## src/rtl/spi_slave_io_if.sv

```systemverilog
// Pin, configuration and byte-stream signals of the SPI slave.
// The slave modport is the core's view; the master modport is the host/pad side.
interface spi_slave_io_if;
    logic       cpol;
    logic       cpha;
    logic       lsbfirst;
    logic       sclk;
    logic       ss;
    logic       mosi;
    logic       miso;
    logic       miso_oe;
    logic [7:0] tx_data;
    logic       tx_empty;
    logic       tx_load;
    logic       tx_underrun;
    logic [7:0] rx_data;
    logic       rx_valid;
    logic       rx_access;
    logic [1:0] spi_state;

    modport slave (
        input  cpol, cpha, lsbfirst, sclk, ss, mosi, tx_data, tx_empty,
        output miso, miso_oe, tx_load, tx_underrun, rx_data, rx_valid, rx_access, spi_state
    );

    modport master (
        output cpol, cpha, lsbfirst, sclk, ss, mosi, tx_data, tx_empty,
        input  miso, miso_oe, tx_load, tx_underrun, rx_data, rx_valid, rx_access, spi_state
    );
endinterface

```

## src/rtl/spi_slave_io.sv

```systemverilog
// SPI slave, all four modes, oversampled in the clk domain.
// Sync chains on sclk/ss/mosi; 2-cycle LOAD fetches the first byte before data edges count.
module spi_slave_io #(
    parameter int SYNC = 2
) (
    input  logic            clk,
    input  logic            nreset,
    spi_slave_io_if.slave   bus
);
    typedef enum logic [1:0] {IDLE = 2'b00, LOAD = 2'b01, DATA = 2'b10} state_t;

    state_t          r_state;
    logic [SYNC-1:0] r_sclk_sync, r_ss_sync, r_mosi_sync;
    logic            r_sclk_d, r_ss_d;
    logic            r_load_cnt;
    logic            r_fetch, r_fetch_ur;
    logic [7:0]      r_hold, r_tx_sr, r_rx_sr, r_rx_data;
    logic [2:0]      r_bit_cnt;
    logic            r_reload;
    logic            r_tx_load, r_tx_underrun, r_rx_valid, r_rx_access;

    logic       w_sclk, w_ss, w_mosi;
    logic       w_rise, w_fall, w_sample, w_shift, w_ss_fall, w_ss_rise;
    logic [7:0] w_rx_next, w_fetch_byte;

    assign w_sclk    = r_sclk_sync[SYNC-1];
    assign w_ss      = r_ss_sync[SYNC-1];
    assign w_mosi    = r_mosi_sync[SYNC-1];
    assign w_rise    = w_sclk & ~r_sclk_d;
    assign w_fall    = ~w_sclk & r_sclk_d;
    // Modes 0 and 3 sample on rising sclk, modes 1 and 2 on falling.
    assign w_sample  = (bus.cpol ^ bus.cpha) ? w_fall : w_rise;
    assign w_shift   = (bus.cpol ^ bus.cpha) ? w_rise : w_fall;
    assign w_ss_fall = r_ss_d & ~w_ss;
    assign w_ss_rise = ~r_ss_d & w_ss;
    assign w_rx_next = bus.lsbfirst ? {w_mosi, r_rx_sr[7:1]} : {r_rx_sr[6:0], w_mosi};
    assign w_fetch_byte = r_fetch_ur ? 8'h00 : bus.tx_data;

    always_ff @(posedge clk or negedge nreset) begin
        if (!nreset) begin
            r_state       <= IDLE;
            r_sclk_sync   <= '0;
            r_ss_sync     <= '1;
            r_mosi_sync   <= '0;
            r_sclk_d      <= 1'b0;
            r_ss_d        <= 1'b1;
            r_load_cnt    <= 1'b0;
            r_fetch       <= 1'b0;
            r_fetch_ur    <= 1'b0;
            r_hold        <= 8'h00;
            r_tx_sr       <= 8'h00;
            r_rx_sr       <= 8'h00;
            r_rx_data     <= 8'h00;
            r_bit_cnt     <= 3'd0;
            r_reload      <= 1'b0;
            r_tx_load     <= 1'b0;
            r_tx_underrun <= 1'b0;
            r_rx_valid    <= 1'b0;
            r_rx_access   <= 1'b0;
        end else begin
            r_sclk_sync   <= {r_sclk_sync[SYNC-2:0], bus.sclk};
            r_ss_sync     <= {r_ss_sync[SYNC-2:0], bus.ss};
            r_mosi_sync   <= {r_mosi_sync[SYNC-2:0], bus.mosi};
            r_sclk_d      <= w_sclk;
            r_ss_d        <= w_ss;
            r_tx_load     <= 1'b0;
            r_tx_underrun <= 1'b0;
            r_rx_valid    <= 1'b0;
            r_rx_access   <= w_ss_rise;
            // tx_data is valid the cycle after a request; capture it then.
            r_fetch       <= r_tx_load | r_tx_underrun;
            r_fetch_ur    <= r_tx_underrun;
            if (r_fetch)
                r_hold <= w_fetch_byte;

            if (w_ss) begin
                r_state <= IDLE;
            end else begin
                case (r_state)
                    IDLE: if (w_ss_fall) begin
                        r_state       <= LOAD;
                        r_load_cnt    <= 1'b0;
                        r_bit_cnt     <= 3'd0;
                        r_reload      <= bus.cpha;
                        r_tx_load     <= ~bus.tx_empty;
                        r_tx_underrun <= bus.tx_empty;
                    end
                    LOAD: begin
                        r_load_cnt <= 1'b1;
                        if (r_load_cnt) begin
                            r_state <= DATA;
                            r_tx_sr <= w_fetch_byte;
                        end
                    end
                    DATA: if (w_sample) begin
                        r_rx_sr   <= w_rx_next;
                        r_bit_cnt <= r_bit_cnt + 3'd1;
                        if (r_bit_cnt == 3'd7) begin
                            r_rx_data     <= w_rx_next;
                            r_rx_valid    <= 1'b1;
                            r_reload      <= 1'b1;
                            r_tx_load     <= ~bus.tx_empty;
                            r_tx_underrun <= bus.tx_empty;
                        end
                    end else if (w_shift) begin
                        if (r_reload) begin
                            r_tx_sr  <= r_hold;
                            r_reload <= 1'b0;
                        end else begin
                            r_tx_sr <= bus.lsbfirst ? {1'b0, r_tx_sr[7:1]} : {r_tx_sr[6:0], 1'b0};
                        end
                    end
                    default: r_state <= IDLE;
                endcase
            end
        end
    end

    assign bus.miso        = ~w_ss & (bus.lsbfirst ? r_tx_sr[0] : r_tx_sr[7]);
    assign bus.miso_oe     = ~w_ss;
    assign bus.tx_load     = r_tx_load;
    assign bus.tx_underrun = r_tx_underrun;
    assign bus.rx_data     = r_rx_data;
    assign bus.rx_valid    = r_rx_valid;
    assign bus.rx_access   = r_rx_access;
    assign bus.spi_state   = r_state;
endmodule

```

## src/flat_wrapper.sv

```systemverilog
// flat-port wrapper written by rule: the top's interface ports become plain ports
module spi_slave_io_flat 
#(
    parameter int SYNC = 2
)
  (clk, nreset, bus_cpol, bus_cpha, bus_lsbfirst, bus_sclk, bus_ss, bus_mosi, bus_tx_data, bus_tx_empty, bus_miso, bus_miso_oe, bus_tx_load, bus_tx_underrun, bus_rx_data, bus_rx_valid, bus_rx_access, bus_spi_state);
  spi_slave_io_if bus_i ();
  input  logic clk;
  input  logic nreset;
  input wire logic [$bits(bus_i.cpol)-1:0] bus_cpol;
  input wire logic [$bits(bus_i.cpha)-1:0] bus_cpha;
  input wire logic [$bits(bus_i.lsbfirst)-1:0] bus_lsbfirst;
  input wire logic [$bits(bus_i.sclk)-1:0] bus_sclk;
  input wire logic [$bits(bus_i.ss)-1:0] bus_ss;
  input wire logic [$bits(bus_i.mosi)-1:0] bus_mosi;
  input wire logic [$bits(bus_i.tx_data)-1:0] bus_tx_data;
  input wire logic [$bits(bus_i.tx_empty)-1:0] bus_tx_empty;
  output wire logic [$bits(bus_i.miso)-1:0] bus_miso;
  output wire logic [$bits(bus_i.miso_oe)-1:0] bus_miso_oe;
  output wire logic [$bits(bus_i.tx_load)-1:0] bus_tx_load;
  output wire logic [$bits(bus_i.tx_underrun)-1:0] bus_tx_underrun;
  output wire logic [$bits(bus_i.rx_data)-1:0] bus_rx_data;
  output wire logic [$bits(bus_i.rx_valid)-1:0] bus_rx_valid;
  output wire logic [$bits(bus_i.rx_access)-1:0] bus_rx_access;
  output wire logic [$bits(bus_i.spi_state)-1:0] bus_spi_state;
  assign bus_i.cpol = bus_cpol;
  assign bus_i.cpha = bus_cpha;
  assign bus_i.lsbfirst = bus_lsbfirst;
  assign bus_i.sclk = bus_sclk;
  assign bus_i.ss = bus_ss;
  assign bus_i.mosi = bus_mosi;
  assign bus_i.tx_data = bus_tx_data;
  assign bus_i.tx_empty = bus_tx_empty;
  assign bus_miso = bus_i.miso;
  assign bus_miso_oe = bus_i.miso_oe;
  assign bus_tx_load = bus_i.tx_load;
  assign bus_tx_underrun = bus_i.tx_underrun;
  assign bus_rx_data = bus_i.rx_data;
  assign bus_rx_valid = bus_i.rx_valid;
  assign bus_rx_access = bus_i.rx_access;
  assign bus_spi_state = bus_i.spi_state;
  spi_slave_io #(.SYNC(SYNC)) u_core (.clk(clk), .nreset(nreset), .bus(bus_i));
endmodule
```

## config.mk

```make
export PLATFORM = sky130hd
export DESIGN_NAME = spi_slave_io_flat
export DESIGN_NICKNAME = d
export VERILOG_FILES = /design/src/rtl/spi_slave_io_if.sv /design/src/rtl/spi_slave_io.sv /design/src/flat_wrapper.sv
export SDC_FILE = /design/constraint.sdc
export NUM_CORES = 1
export LEC_CHECK = 0
export CAP_MARGIN = 30
export CORE_MARGIN = 3
export CORE_UTILIZATION = 30
export CTS_CLUSTER_DIAMETER = 150
export DETAILED_ROUTE_END_ITERATION = 10
export DONT_BUFFER_PORTS = 1
export PLACE_DENSITY = 0.4
export SLEW_MARGIN = 15
export SYNTH_ARGS = -nofsm -noshare
export SYNTH_HDL_FRONTEND = slang
export SYNTH_SLANG_ARGS = --single-unit
```

## constraint.sdc

```tcl
create_clock -name clk -period 2.1 [get_ports clk]
set_input_delay 0.21 -clock clk [delete_from_list [all_inputs] [get_ports clk]]
set_output_delay 0.21 -clock clk [all_outputs]
set_load 0.01 [all_outputs]
```

==> results.md <==
* Cells after synthesis at 195
* Htree depth at 2
* Max_cap viols at 0
* Seq pwr share at 0.572
* Post-DP HPWL at ~3400 um
* Via count at 1493
* Slew Limit Fails at 0
* Post-DP Area at 0.002589 mm^2
* Mapped Area at 0.002464 mm^2
* Total wire length at between 4000 and 5000 um
* Die ar. at slightly above 0.009 mm^2
* Final nets at 224
* Yosys top cell by area: dfrtp_1
* Tot GR Track Use at 0.1079
* Critical path type: reg2reg
* Initial Util at 0.3139
* Routed Antenna Nets at 0
* Final count of negative-setup-slack endpoints at 0
* Fin area at 0.002766 mm^2
* Top-area cell type share of the netlist area at 0.5079
* Critical path's slowest cell: dfrtp_1
* Synth async-reset ratio at 1.000
* Clock Root Buffer: clkbuf_8
* Worst VDD drop at 0.2994 mV
* Relative slew slack at 0.6772
* Vias in the first global route at 1597
* Hold Crit Class: in2reg
* First-pass GRT wire length at 8259 um
* Post_cts resized at 0
* Int Pwr at roughly 1.7 mW
* CTS buffer count at 5
* Crit path cell chain: nor2b_1, mux2i_1, nor4b_4, buf_4, mux2_2
* Critical Path RT at 2.29 ns
* Synth unique cells at 37
* Seq/Total Area, Yosys at 0.5399
* Tmin final at 1.875 ns
* Initial antenna violation count at 0
* Average wire per standard cell at about 15 um
* Core area at 0.007848 mm^2
* Final worst-path cycle share at 0.8929
* Most common cell in the netlist: dfrtp_1
* Site Rows at 32
* Post-synth top cells: 50 x dfrtp_1, 39 x mux2_2, 15 x nand2_1
* Critical Path Sink Type: register
* TritonCTS Sinks at 53
* Die width at roughly 97 um
* Sw frac at 0.2727
* Synth top area cells: dfrtp_1 51%, mux2_2 18%, mux2i_1 4.9%
* CP Buf/Inv Count at 1
* Worst Tran Pin Value at 0.4707 ns
* Status: completed
* Antenna Cells at 0
* Share of layout cells above drive strength 1 at 0.3010
* Final Hold Vio Count at 0
* Clock slew at reported path FFs at 0.10 ns
* Pwr/cell area at 832.9 mW/mm^2
* TritonRoute pass-1 iters at 4
* Largest net degree at the start of global routing at 54
* I/O pins at 33
* TNS Setup at 0 ns
* Synth warn at 0
* Top_reg_cell synth: dfrtp_1
* Die Span Y at approximately 97 um
* DRT iter0 DRCs at 27
* Unrepaired setup endpoints after global routing: false
* Critical path peak fanout at 9
* Comb pwr share at 0.173
* Clock buffer depth at 2
* Clock share of power at 0.255
* Port buffer count at 0
* EDFF count, synth at 0
* P_sw at around 0.63 mW
* Gpl congestion at 0.8099
* Yosys reg bits at 53
* LEAKAGE at 1.262 nW
* F_max at 0.5333 GHz
* GRT Residual Overflow at 0
* Worst path top cell family by delay: multiplexers
* Syn-to-layout area delta at 12.29%
* Min Hold Slack at 0.08688 ns
* Vias per cell at 4.847
* Worst path max stage delay at 0.46 ns
* Later-pin clock latency in the skew report at 0.30 ns
* TritonCTS clock tree: built
* WP data arrival at roughly 2.1 ns
* Post-Syn Nets at 214
* Setup Skew at 0.01012 ns
* Critical Path Start Type: register
* Syn Area/Cell at 12.63 um^2
* DRC errors left at 0
[cells by family (layout without fill, tap and decap cells)]
logic type	after synthesis	after routing	synth area share
flops	53	53	0.5399
mux	51	51	0.2270
simple gates	46	46	0.1000
compound gates	28	28	0.09092
buf+inv	14	25	0.02539
fa+ha+maj	2	2	0.01016
xor+xnor	1	1	0.006604
[metrics by stage]
step	instances	utilization	worst slack [ns]	power [mW]
2_1_floorplan	195	-	0.2114	1.613
3_3_place_gp	293	0.3299	0.2932	1.702
3_5_place_dp	293	0.3299	0.2443	1.709
4_1_cts	307	0.3512	0.1997	2.351
5_1_grt	308	0.3525	0.05579	2.462
6_report	308	0.3525	0.2250	2.304
[metal layers]
metal | vias to the layer above | track usage | share of wire
li1 | 715 | - | -
met1 | 746 | 0.1365 | 0.45
met2 | 25 | 0.1730 | 0.48
met3 | 7 | 0.03677 | 0.051
met4 | 0 | 0.03564 | 0.015
met5 | - | 0 | 0
[timing repair]
action,in CTS,in global routing
endpoints found under the hold margin,57,1
setup buffers,0,0
hold buffers,6,1
[power by group through the flow]
stage	registers, mW	logic [mW]	clock network (mW)
6_report	1.32	0.398	0.587
3_3_place_gp	1.34	0.361	0
4_1_cts	1.32	0.405	0.624
5_1_grt	1.35	0.446	0.668
2_1_floorplan	1.28	0.331	0
3_5_place_dp	1.34	0.367	0
[sequential cells by signal, indices dropped and copies added (netlist names)]
register                count
u_core.bus.rx_valid         1
u_core.r_ss_sync            2
u_core.r_load_cnt           1
u_core.r_ss_d               1
u_core.r_reload             1
u_core.bus.spi_state        2
u_core.bus.tx_load          1
u_core.r_hold               8
u_core.r_bit_cnt            3
u_core.r_fetch              1
u_core.bus.tx_underrun      1
u_core.r_tx_sr              8
u_core.bus.rx_access        1
u_core.r_sclk_sync          2
u_core.r_rx_sr              8
u_core.r_mosi_sync          2
u_core.r_fetch_ur           1
u_core.r_sclk_d             1
u_core.bus.rx_data          8
[cells in the final DEF (no fill, tap or decap), types with 3 or more instances in the layout]
cell           instances
dfrtp_1               50
mux2_2                39
nand2_1               15
mux2i_1               12
nor2_1                 9
nor2b_1                8
o221ai_1               6
clkbuf_8               6
dlygate4sd3_1          6
buf_4                  6
nand2b_1               5
inv_1                  4
a21oi_1                4
a22o_1                 3
dfstp_2                3
[cell type report]
class,count,area [um^2]
Sequential cell,53,1330
Tap cell,102,127.6
Multi-Input combinational cell,128,1071
Inverter,4,15.01
Clock buffer,8,90.09
Timing Repair Buffer,13,132.6
Fill cell,812,5081
[final timing paths]
| kind | start | endpoint | slack (ns) | depth (start not counted) |
|---|---|---|---|---|
| worst max-delay path | u_core.r_sclk_sync[1]$_DFF_PN0_ | u_core.bus.rx_data[0]$_DFFE_PN0P_ | 0.22 | 5 |
| worst min-delay path | bus_tx_data[7] | u_core.r_hold[7]$_DFFE_PN0P_ | 0.09 | 2 |
| worst max register to register | u_core.r_sclk_sync[1]$_DFF_PN0_ | u_core.bus.rx_data[0]$_DFFE_PN0P_ | 0.22 | 5 |
| worst min register to register | u_core.r_mosi_sync[0]$_DFF_PN0_ | u_core.r_mosi_sync[1]$_DFF_PN0_ | 0.36 | 0 |
| max in group asynchronous | nreset | u_core.r_ss_sync[1]$_DFF_PN1_ | 1.40 | 2 |
| min in group asynchronous | nreset | u_core.r_sclk_sync[0]$_DFF_PN0_ | 0.41 | 2 |
Note: power is estimated with default switching activity, not from simulation.
